<file path="src/rtl/axil_rf_pkg.sv">
// Shared types for the AXI-Lite register bank: bus response codes and the
// write/read channel state encodings.
package axil_rf_pkg;

  typedef enum logic [1:0] {
    RESP_OKAY   = 2'b00,
    RESP_SLVERR = 2'b10
  } resp_t;

  typedef enum logic [1:0] {
    WR_IDLE,
    WR_WAIT_W,
    WR_WAIT_A,
    WR_RESP
  } wr_state_t;

  typedef enum logic {
    RD_IDLE,
    RD_DATA
  } rd_state_t;

  // Number of byte-offset address bits below the register index.
  function automatic int offsetBits(int dataWidth);
    return $clog2(dataWidth / 8);
  endfunction

endpackage

</file>
<file path="src/rtl/axil_rf_if.sv">
// AXI-Lite style bus between the PS master and the register bank slave.
interface axil_rf_if #(
  parameter int ADDR_WIDTH = 8,
  parameter int DATA_WIDTH = 32
);
  logic [ADDR_WIDTH-1:0]   waddr;
  logic                    wavalid;
  logic                    waready;
  logic [DATA_WIDTH-1:0]   wdata;
  logic [DATA_WIDTH/8-1:0] wstrb;
  logic                    wvalid;
  logic                    wready;
  logic [1:0]              wresp;
  logic                    bvalid;
  logic                    bready;
  logic [ADDR_WIDTH-1:0]   raddr;
  logic                    arvalid;
  logic                    arready;
  logic [DATA_WIDTH-1:0]   rdata;
  logic [1:0]              rresp;
  logic                    rvalid;
  logic                    rready;

  modport master (
    output waddr, wavalid, wdata, wstrb, wvalid, bready, raddr, arvalid, rready,
    input  waready, wready, wresp, bvalid, arready, rdata, rresp, rvalid
  );

  modport slave (
    input  waddr, wavalid, wdata, wstrb, wvalid, bready, raddr, arvalid, rready,
    output waready, wready, wresp, bvalid, arready, rdata, rresp, rvalid
  );
endinterface

</file>
<file path="src/rtl/axil_rf_decode.sv">
// Combinational byte-address decode into register index, range and
// read-only flags; shared by the write and read paths.
module axil_rf_decode
  import axil_rf_pkg::*;
#(
  parameter int                  ADDR_WIDTH = 8,
  parameter int                  DATA_WIDTH = 32,
  parameter int                  NUM_REGS   = 16,
  parameter logic [NUM_REGS-1:0] RO_MASK    = '0,
  localparam int                 IDX_W      = ADDR_WIDTH - offsetBits(DATA_WIDTH)
) (
  input  logic [ADDR_WIDTH-1:0] addr_i,
  output logic [IDX_W-1:0]      idx_o,
  output logic                  in_range_o,
  output logic                  is_ro_o
);

  logic unusedOffsetBits;

  // Byte-offset bits carry no meaning for a register-granular bank.
  assign unusedOffsetBits = ^addr_i;
  assign idx_o            = addr_i[ADDR_WIDTH-1 -: IDX_W];

  always_comb begin
    in_range_o = 1'b0;
    is_ro_o    = 1'b0;
    for (int i = 0; i < NUM_REGS; i++) begin
      if (idx_o == IDX_W'(i)) begin
        in_range_o = 1'b1;
        is_ro_o    = RO_MASK[i];
      end
    end
  end

endmodule

</file>
<file path="src/rtl/axil_rf_bank.sv">
// AXI-Lite slave register bank with byte strobes, hardware-fed read-only
// slots, SLVERR on illegal accesses and per-register write-commit pulses.
module axil_rf_bank
  import axil_rf_pkg::*;
#(
  parameter int                  DATA_WIDTH = 32,
  parameter int                  ADDR_WIDTH = 8,
  parameter int                  NUM_REGS   = 16,
  parameter logic [NUM_REGS-1:0] RO_MASK    = '0
) (
  input  logic                           clk,
  input  logic                           rst,
  axil_rf_if.slave                       bus,
  output logic [NUM_REGS*DATA_WIDTH-1:0] reg_o,
  input  logic [NUM_REGS*DATA_WIDTH-1:0] reg_i,
  output logic [NUM_REGS-1:0]            wr_pulse_o
);

  localparam int IDX_W  = ADDR_WIDTH - offsetBits(DATA_WIDTH);
  localparam int STRB_W = DATA_WIDTH / 8;

  wr_state_t               wrState_q, wrState_d;
  rd_state_t               rdState_q, rdState_d;
  logic                    alive_q;
  logic [ADDR_WIDTH-1:0]   awAddr_q;
  logic [DATA_WIDTH-1:0]   wData_q;
  logic [STRB_W-1:0]       wStrb_q;
  logic [DATA_WIDTH-1:0]   regs_q [NUM_REGS];
  logic [DATA_WIDTH-1:0]   regs_d [NUM_REGS];
  logic [NUM_REGS-1:0]     wrPulse_q, wrPulse_d;
  resp_t                   wResp_q, wResp_d, rResp_q, rResp_d;
  logic [DATA_WIDTH-1:0]   rData_q, rData_d;

  logic                    awReady, wReady, awHs, wHs, commit;
  logic                    arReady, arHs;
  logic [ADDR_WIDTH-1:0]   effAddr;
  logic [DATA_WIDTH-1:0]   effData;
  logic [STRB_W-1:0]       effStrb;
  logic [IDX_W-1:0]        wrIdx, rdIdx;
  logic                    wrInRange, wrIsRo, rdInRange, rdIsRo, wrOk, rdOk;
  logic [DATA_WIDTH-1:0]   rdVal;
  logic                    unusedRegIn;

  assign unusedRegIn = ^reg_i;

  // Completing half of a split write comes from the bus, the earlier half from its capture register.
  assign effAddr = (wrState_q == WR_WAIT_W) ? awAddr_q : bus.waddr;
  assign effData = (wrState_q == WR_WAIT_A) ? wData_q  : bus.wdata;
  assign effStrb = (wrState_q == WR_WAIT_A) ? wStrb_q  : bus.wstrb;

  axil_rf_decode #(.ADDR_WIDTH(ADDR_WIDTH), .DATA_WIDTH(DATA_WIDTH),
                   .NUM_REGS(NUM_REGS), .RO_MASK(RO_MASK)) uWrDecode (
    .addr_i(effAddr), .idx_o(wrIdx), .in_range_o(wrInRange), .is_ro_o(wrIsRo)
  );

  axil_rf_decode #(.ADDR_WIDTH(ADDR_WIDTH), .DATA_WIDTH(DATA_WIDTH),
                   .NUM_REGS(NUM_REGS), .RO_MASK(RO_MASK)) uRdDecode (
    .addr_i(bus.raddr), .idx_o(rdIdx), .in_range_o(rdInRange), .is_ro_o(rdIsRo)
  );

  assign wrOk = wrInRange && !wrIsRo;
  assign rdOk = rdInRange;

  always_comb begin
    wrState_d = wrState_q;
    awReady   = 1'b0;
    wReady    = 1'b0;
    commit    = 1'b0;
    case (wrState_q)
      WR_IDLE:   begin awReady = alive_q; wReady = alive_q; end
      WR_WAIT_W: wReady  = 1'b1;
      WR_WAIT_A: awReady = 1'b1;
      default:   ;
    endcase
    awHs = bus.wavalid && awReady;
    wHs  = bus.wvalid && wReady;
    case (wrState_q)
      WR_IDLE: begin
        if (awHs && wHs) begin
          wrState_d = WR_RESP;
          commit    = 1'b1;
        end else if (awHs) begin
          wrState_d = WR_WAIT_W;
        end else if (wHs) begin
          wrState_d = WR_WAIT_A;
        end
      end
      WR_WAIT_W: if (wHs)  begin wrState_d = WR_RESP; commit = 1'b1; end
      WR_WAIT_A: if (awHs) begin wrState_d = WR_RESP; commit = 1'b1; end
      WR_RESP:   if (bus.bready) wrState_d = WR_IDLE;
      default:   wrState_d = WR_IDLE;
    endcase
  end

  always_comb begin
    regs_d    = regs_q;
    wrPulse_d = '0;
    wResp_d   = wResp_q;
    if (commit) begin
      wResp_d = wrOk ? RESP_OKAY : RESP_SLVERR;
      for (int i = 0; i < NUM_REGS; i++) begin
        if (wrOk && wrIdx == IDX_W'(i)) begin
          wrPulse_d[i] = 1'b1;
          for (int k = 0; k < STRB_W; k++) begin
            if (effStrb[k]) regs_d[i][8*k +: 8] = effData[8*k +: 8];
          end
        end
      end
    end
  end

  // Reads sample regs_q, so a same-edge write commit is not yet visible.
  always_comb begin
    rdVal = '0;
    for (int i = 0; i < NUM_REGS; i++) begin
      if (rdIdx == IDX_W'(i)) rdVal = RO_MASK[i] ? reg_i[i*DATA_WIDTH +: DATA_WIDTH] : regs_q[i];
    end
    rdState_d = rdState_q;
    rData_d   = rData_q;
    rResp_d   = rResp_q;
    arReady   = alive_q && (rdState_q == RD_IDLE);
    arHs      = bus.arvalid && arReady;
    case (rdState_q)
      RD_IDLE: begin
        if (arHs) begin
          rdState_d = RD_DATA;
          rData_d   = rdOk ? rdVal : '0;
          rResp_d   = rdOk ? RESP_OKAY : RESP_SLVERR;
        end
      end
      RD_DATA: if (bus.rready) rdState_d = RD_IDLE;
      default: rdState_d = RD_IDLE;
    endcase
  end

  always_ff @(posedge clk or posedge rst) begin
    if (rst) begin
      wrState_q <= WR_IDLE;
      rdState_q <= RD_IDLE;
      alive_q   <= 1'b0;
      awAddr_q  <= '0;
      wData_q   <= '0;
      wStrb_q   <= '0;
      regs_q    <= '{default: '0};
      wrPulse_q <= '0;
      wResp_q   <= RESP_OKAY;
      rResp_q   <= RESP_OKAY;
      rData_q   <= '0;
    end else begin
      wrState_q <= wrState_d;
      rdState_q <= rdState_d;
      alive_q   <= 1'b1;
      regs_q    <= regs_d;
      wrPulse_q <= wrPulse_d;
      wResp_q   <= wResp_d;
      rResp_q   <= rResp_d;
      rData_q   <= rData_d;
      if (awHs) awAddr_q <= bus.waddr;
      if (wHs) begin
        wData_q <= bus.wdata;
        wStrb_q <= bus.wstrb;
      end
    end
  end

  always_comb begin
    reg_o = '0;
    for (int i = 0; i < NUM_REGS; i++) begin
      reg_o[i*DATA_WIDTH +: DATA_WIDTH] = RO_MASK[i] ? '0 : regs_q[i];
    end
  end

  assign wr_pulse_o  = wrPulse_q;
  assign bus.waready = awReady;
  assign bus.wready  = wReady;
  assign bus.bvalid  = (wrState_q == WR_RESP);
  assign bus.wresp   = wResp_q;
  assign bus.arready = arReady;
  assign bus.rvalid  = (rdState_q == RD_DATA);
  assign bus.rdata   = rData_q;
  assign bus.rresp   = rResp_q;

endmodule

</file>
<file path="src/flat_wrapper.sv">
// flat-port wrapper written by rule: the top's interface ports become plain ports
module axil_rf_bank_flat import axil_rf_pkg::*;
#(
  parameter int                  DATA_WIDTH = 32,
  parameter int                  ADDR_WIDTH = 8,
  parameter int                  NUM_REGS   = 16,
  parameter logic [NUM_REGS-1:0] RO_MASK    = '0
)
  (clk, rst, reg_o, reg_i, wr_pulse_o, bus_waddr, bus_wavalid, bus_wdata, bus_wstrb, bus_wvalid, bus_bready, bus_raddr, bus_arvalid, bus_rready, bus_waready, bus_wready, bus_wresp, bus_bvalid, bus_arready, bus_rdata, bus_rresp, bus_rvalid);
  axil_rf_if #(.ADDR_WIDTH(ADDR_WIDTH), .DATA_WIDTH(DATA_WIDTH)) bus_i ();
  input  logic clk;
  input  logic rst;
  output logic [NUM_REGS*DATA_WIDTH-1:0] reg_o;
  input  logic [NUM_REGS*DATA_WIDTH-1:0] reg_i;
  output logic [NUM_REGS-1:0] wr_pulse_o;
  input wire logic [$bits(bus_i.waddr)-1:0] bus_waddr;
  input wire logic [$bits(bus_i.wavalid)-1:0] bus_wavalid;
  input wire logic [$bits(bus_i.wdata)-1:0] bus_wdata;
  input wire logic [$bits(bus_i.wstrb)-1:0] bus_wstrb;
  input wire logic [$bits(bus_i.wvalid)-1:0] bus_wvalid;
  input wire logic [$bits(bus_i.bready)-1:0] bus_bready;
  input wire logic [$bits(bus_i.raddr)-1:0] bus_raddr;
  input wire logic [$bits(bus_i.arvalid)-1:0] bus_arvalid;
  input wire logic [$bits(bus_i.rready)-1:0] bus_rready;
  output wire logic [$bits(bus_i.waready)-1:0] bus_waready;
  output wire logic [$bits(bus_i.wready)-1:0] bus_wready;
  output wire logic [$bits(bus_i.wresp)-1:0] bus_wresp;
  output wire logic [$bits(bus_i.bvalid)-1:0] bus_bvalid;
  output wire logic [$bits(bus_i.arready)-1:0] bus_arready;
  output wire logic [$bits(bus_i.rdata)-1:0] bus_rdata;
  output wire logic [$bits(bus_i.rresp)-1:0] bus_rresp;
  output wire logic [$bits(bus_i.rvalid)-1:0] bus_rvalid;
  assign bus_i.waddr = bus_waddr;
  assign bus_i.wavalid = bus_wavalid;
  assign bus_i.wdata = bus_wdata;
  assign bus_i.wstrb = bus_wstrb;
  assign bus_i.wvalid = bus_wvalid;
  assign bus_i.bready = bus_bready;
  assign bus_i.raddr = bus_raddr;
  assign bus_i.arvalid = bus_arvalid;
  assign bus_i.rready = bus_rready;
  assign bus_waready = bus_i.waready;
  assign bus_wready = bus_i.wready;
  assign bus_wresp = bus_i.wresp;
  assign bus_bvalid = bus_i.bvalid;
  assign bus_arready = bus_i.arready;
  assign bus_rdata = bus_i.rdata;
  assign bus_rresp = bus_i.rresp;
  assign bus_rvalid = bus_i.rvalid;
  axil_rf_bank #(.DATA_WIDTH(DATA_WIDTH), .ADDR_WIDTH(ADDR_WIDTH), .NUM_REGS(NUM_REGS), .RO_MASK(RO_MASK)) u_core (.clk(clk), .rst(rst), .bus(bus_i), .reg_o(reg_o), .reg_i(reg_i), .wr_pulse_o(wr_pulse_o));
endmodule
</file>
<file path="config.mk">
export PLATFORM = sky130hd
export DESIGN_NAME = axil_rf_bank_flat
export DESIGN_NICKNAME = d
export VERILOG_FILES = /design/src/rtl/axil_rf_pkg.sv /design/src/rtl/axil_rf_if.sv /design/src/rtl/axil_rf_decode.sv /design/src/rtl/axil_rf_bank.sv /design/src/flat_wrapper.sv
export SDC_FILE = /design/constraint.sdc
export NUM_CORES = 2
export LEC_CHECK = 0
export BUFFER_PORTS_ARGS = -buffer_cell sky130_fd_sc_hd__buf_2
export CAP_MARGIN = 20
export CORE_AREA = 2 2 449 451
export CTS_CLUSTER_SIZE = 14
export DETAILED_ROUTE_END_ITERATION = 10
export DIE_AREA = 0 0 451 453
export GPL_TIMING_DRIVEN = 1
export SLEW_MARGIN = 20
export SYNTH_ARGS = -nofsm -noshare
export SYNTH_HDL_FRONTEND = slang
export SYNTH_HIERARCHICAL = 1
export SYNTH_SLANG_ARGS = --single-unit
</file>
<file path="constraint.sdc">
create_clock -name clk -period 46.7 [get_ports clk]
set_input_delay 9.34 -clock clk [delete_from_list [all_inputs] [get_ports clk]]
set_output_delay 9.34 -clock clk [all_outputs]
set_load 0.05 [all_outputs]
</file>
==> flow_summary.ini <==
[run_status]
outcome = finished, final reports clean

[min_path]
hold_class = reg -> reg
hold_path_startpoint = u_core/awAddr_q[7]$_DFFE_PP0P_

[grt]
antenna_found_initial = 46
grt_max_degree = 113
grt_pass1_wl_mm = 246
grt_pass1_vias = 24500
grt-ovfl-total = 0
track_usage_pct = 18.1

[critical_path]
rr_startpoint = u_core/wrState_q[1]$_DFFE_PP0P_
critPathArrivalTime_ns = 13.16
end_kind = flop
cp.required_ns = 47.29
startpoint = bus_raddr[3]
worst_setup_path_start_kind = primary input
cp_max_fo = 27
path_class = in -> reg

[place]
dpl_cell_area_mm2 = 0.0336
hpwl_mm = 149
post-place-ws_ns = 33.55
portBuffers = 621
gp_congestion = 0.916

[floorplan]
die_x_um = 451
die-area_mm2 = 0.204
start_util_pct = 13.7
core_area_mm2 = 0.199
die_h_um = 453
row_count = 164
pin_count = 1140

[cells_and_area]
fill_cells = 22200
num-nets-final = 3930
fin_area_mm2 = 0.0361
area_growth_pct = 32.5
post-route-util_pct = 18.1
final_layout_size_suffix_gt1_share_pct = 28.7

[clock_tree]
path_clk_slew_ns = 0.07
clk_latency_ns = 0.68
cts_hold_repair.buffers = 0
numCtsBuffers = 74
clock_path_buffers = 3
root_buffer = clkbuf_16
cts_resized = 0
clkSinkCount = 608
htree_levels = 3
cts_tree = done
post_cts_buffers = 0

[timing]
worst_slew_margin_rel_pct = 16.8
worst_slew_pin_slew_ns = 1.24
hold_viol = 0
period_share_pct = 26.9
rsz0062_at_grt = no
whs_ns = 0.480
fin_tns_setup_ns = 0
setup-violations-final = 0
finalCriticalPeriod_ns = 12.56
fmax_mhz = 79.6
maxSlewViolCount = 0
fin_ws_ns = 34.14
fin_skew_ns = 0.0379

[detailed_routing]
drtAntennaViolNets = 0
drt_iter0_drc = 3560
postRouteWirelength_mm = 192
drc = 0
wire_per_inst_um = 31.7
num_vias = 26500
vias_per_cell = 4.37
first_pass_iters = 7

[power_and_ir_drop]
p_per_area_mw_per_mm2 = 47.8
irDropWorstVdd_v = 0.0000271
total_leakage_power_uw = 0.0168

[synth]
syn_area_per_cell_um2 = 9.77
netlist_area_mm2 = 0.0273
ys_warn_count = 6
synthCells = 2790

[job]
maxCapViolCount = 0
## registers in the layout, indices dropped and copies added, names as in the netlist
name	flops
u_core/wrState_q	2
u_core/awAddr_q	6
u_core/bus.rdata	32
u_core/wr_pulse_o	16
u_core/reg_o	512
u_core/wData_q	32
u_core/bus.rvalid	1
u_core/wStrb_q	4
u_core/alive_q	1
u_core/bus.rresp	1
u_core/bus.wresp	1
## worst max-delay path, stage by stage
cell      delay [ns]
buf_4           0.38
buf_4           0.53
inv_1           0.66
nand2_1         1.14
o21ai_0         0.48
a21oi_1         0.27
a211oi_1        0.10
o31ai_1         0.19
## stage by stage
stage                     std cells  power [µW]
after detailed placement       5935        1130
after global placement         5934        1130
after CTS                      6062        1740
after global routing           6062        1780
after floorplan                2791         902
final                          6070        1730
## power breakdown
part | leakage, µW | internal, µW | switching [µW]
sequential | 0.00838 | 578 | 47.4
clock | 0.00119 | 350 | 251
combinational | 0.00727 | 113 | 390
total | 0.0168 | 1040 | 688
## final timing paths
kind / to / slack, ns / depth (start not counted)
max: u_core/bus.rdata[30]$_DFFE_PP0P_ / 34.14 / 8
min: u_core/awAddr_q[7]$_DFFE_PP0P_ / 0.48 / 2
max reg2reg: u_core/reg_o[236]$_DFFE_PP0P_ / 42.49 / 11
min reg2reg: u_core/awAddr_q[7]$_DFFE_PP0P_ / 0.48 / 2
max in group asynchronous: u_core/reg_o[232]$_DFFE_PP0P_ / 35.55 / 4
min in group asynchronous: u_core/reg_o[2]$_DFFE_PP0P_ / 8.78 / 2
## final cells by class
type | instances | area, µm² | share of cell area, %
inverter | 7 | 33.8 | 0.0935
antenna | 8 | 20.0 | 0.0554
tap | 2656 | 3320 | 9.20
clock inverter | 25 | 349 | 0.966
sequential | 608 | 15200 | 42.1
timing repair buffer | 708 | 3780 | 10.5
clock buffer | 102 | 2110 | 5.84
multi-input combinational | 1956 | 11300 | 31.3
## layer usage
metal / up-vias / GRT usage [%] / wire [µm]
li1: 11000 / - / -
met2: 1873 / 27.1 / 82900
met5: - / 0 / 89
met3: 352 / 8.27 / 25100
met1: 13300 / 22.3 / 73900
met4: 14 / 8.03 / 10500
## cell usage in the layout, fill, tap and decap left out, drive strengths merged, types with 11 or more instances in the layout
master / n
buf: 708
dfrtp: 608
nand2: 501
o21ai: 424
nor2: 265
a21oi: 231
clkbuf: 102
mux2i: 75
a22oi: 64
mux2: 59
nor3: 31
o221ai: 27
o22ai: 19
a32oi: 18
nand3: 17
o211ai: 15
nand2b: 14
nor2b: 14
clkinv: 13
a221oi: 12
a211oi: 11
(Power assumes the default switching activity.)
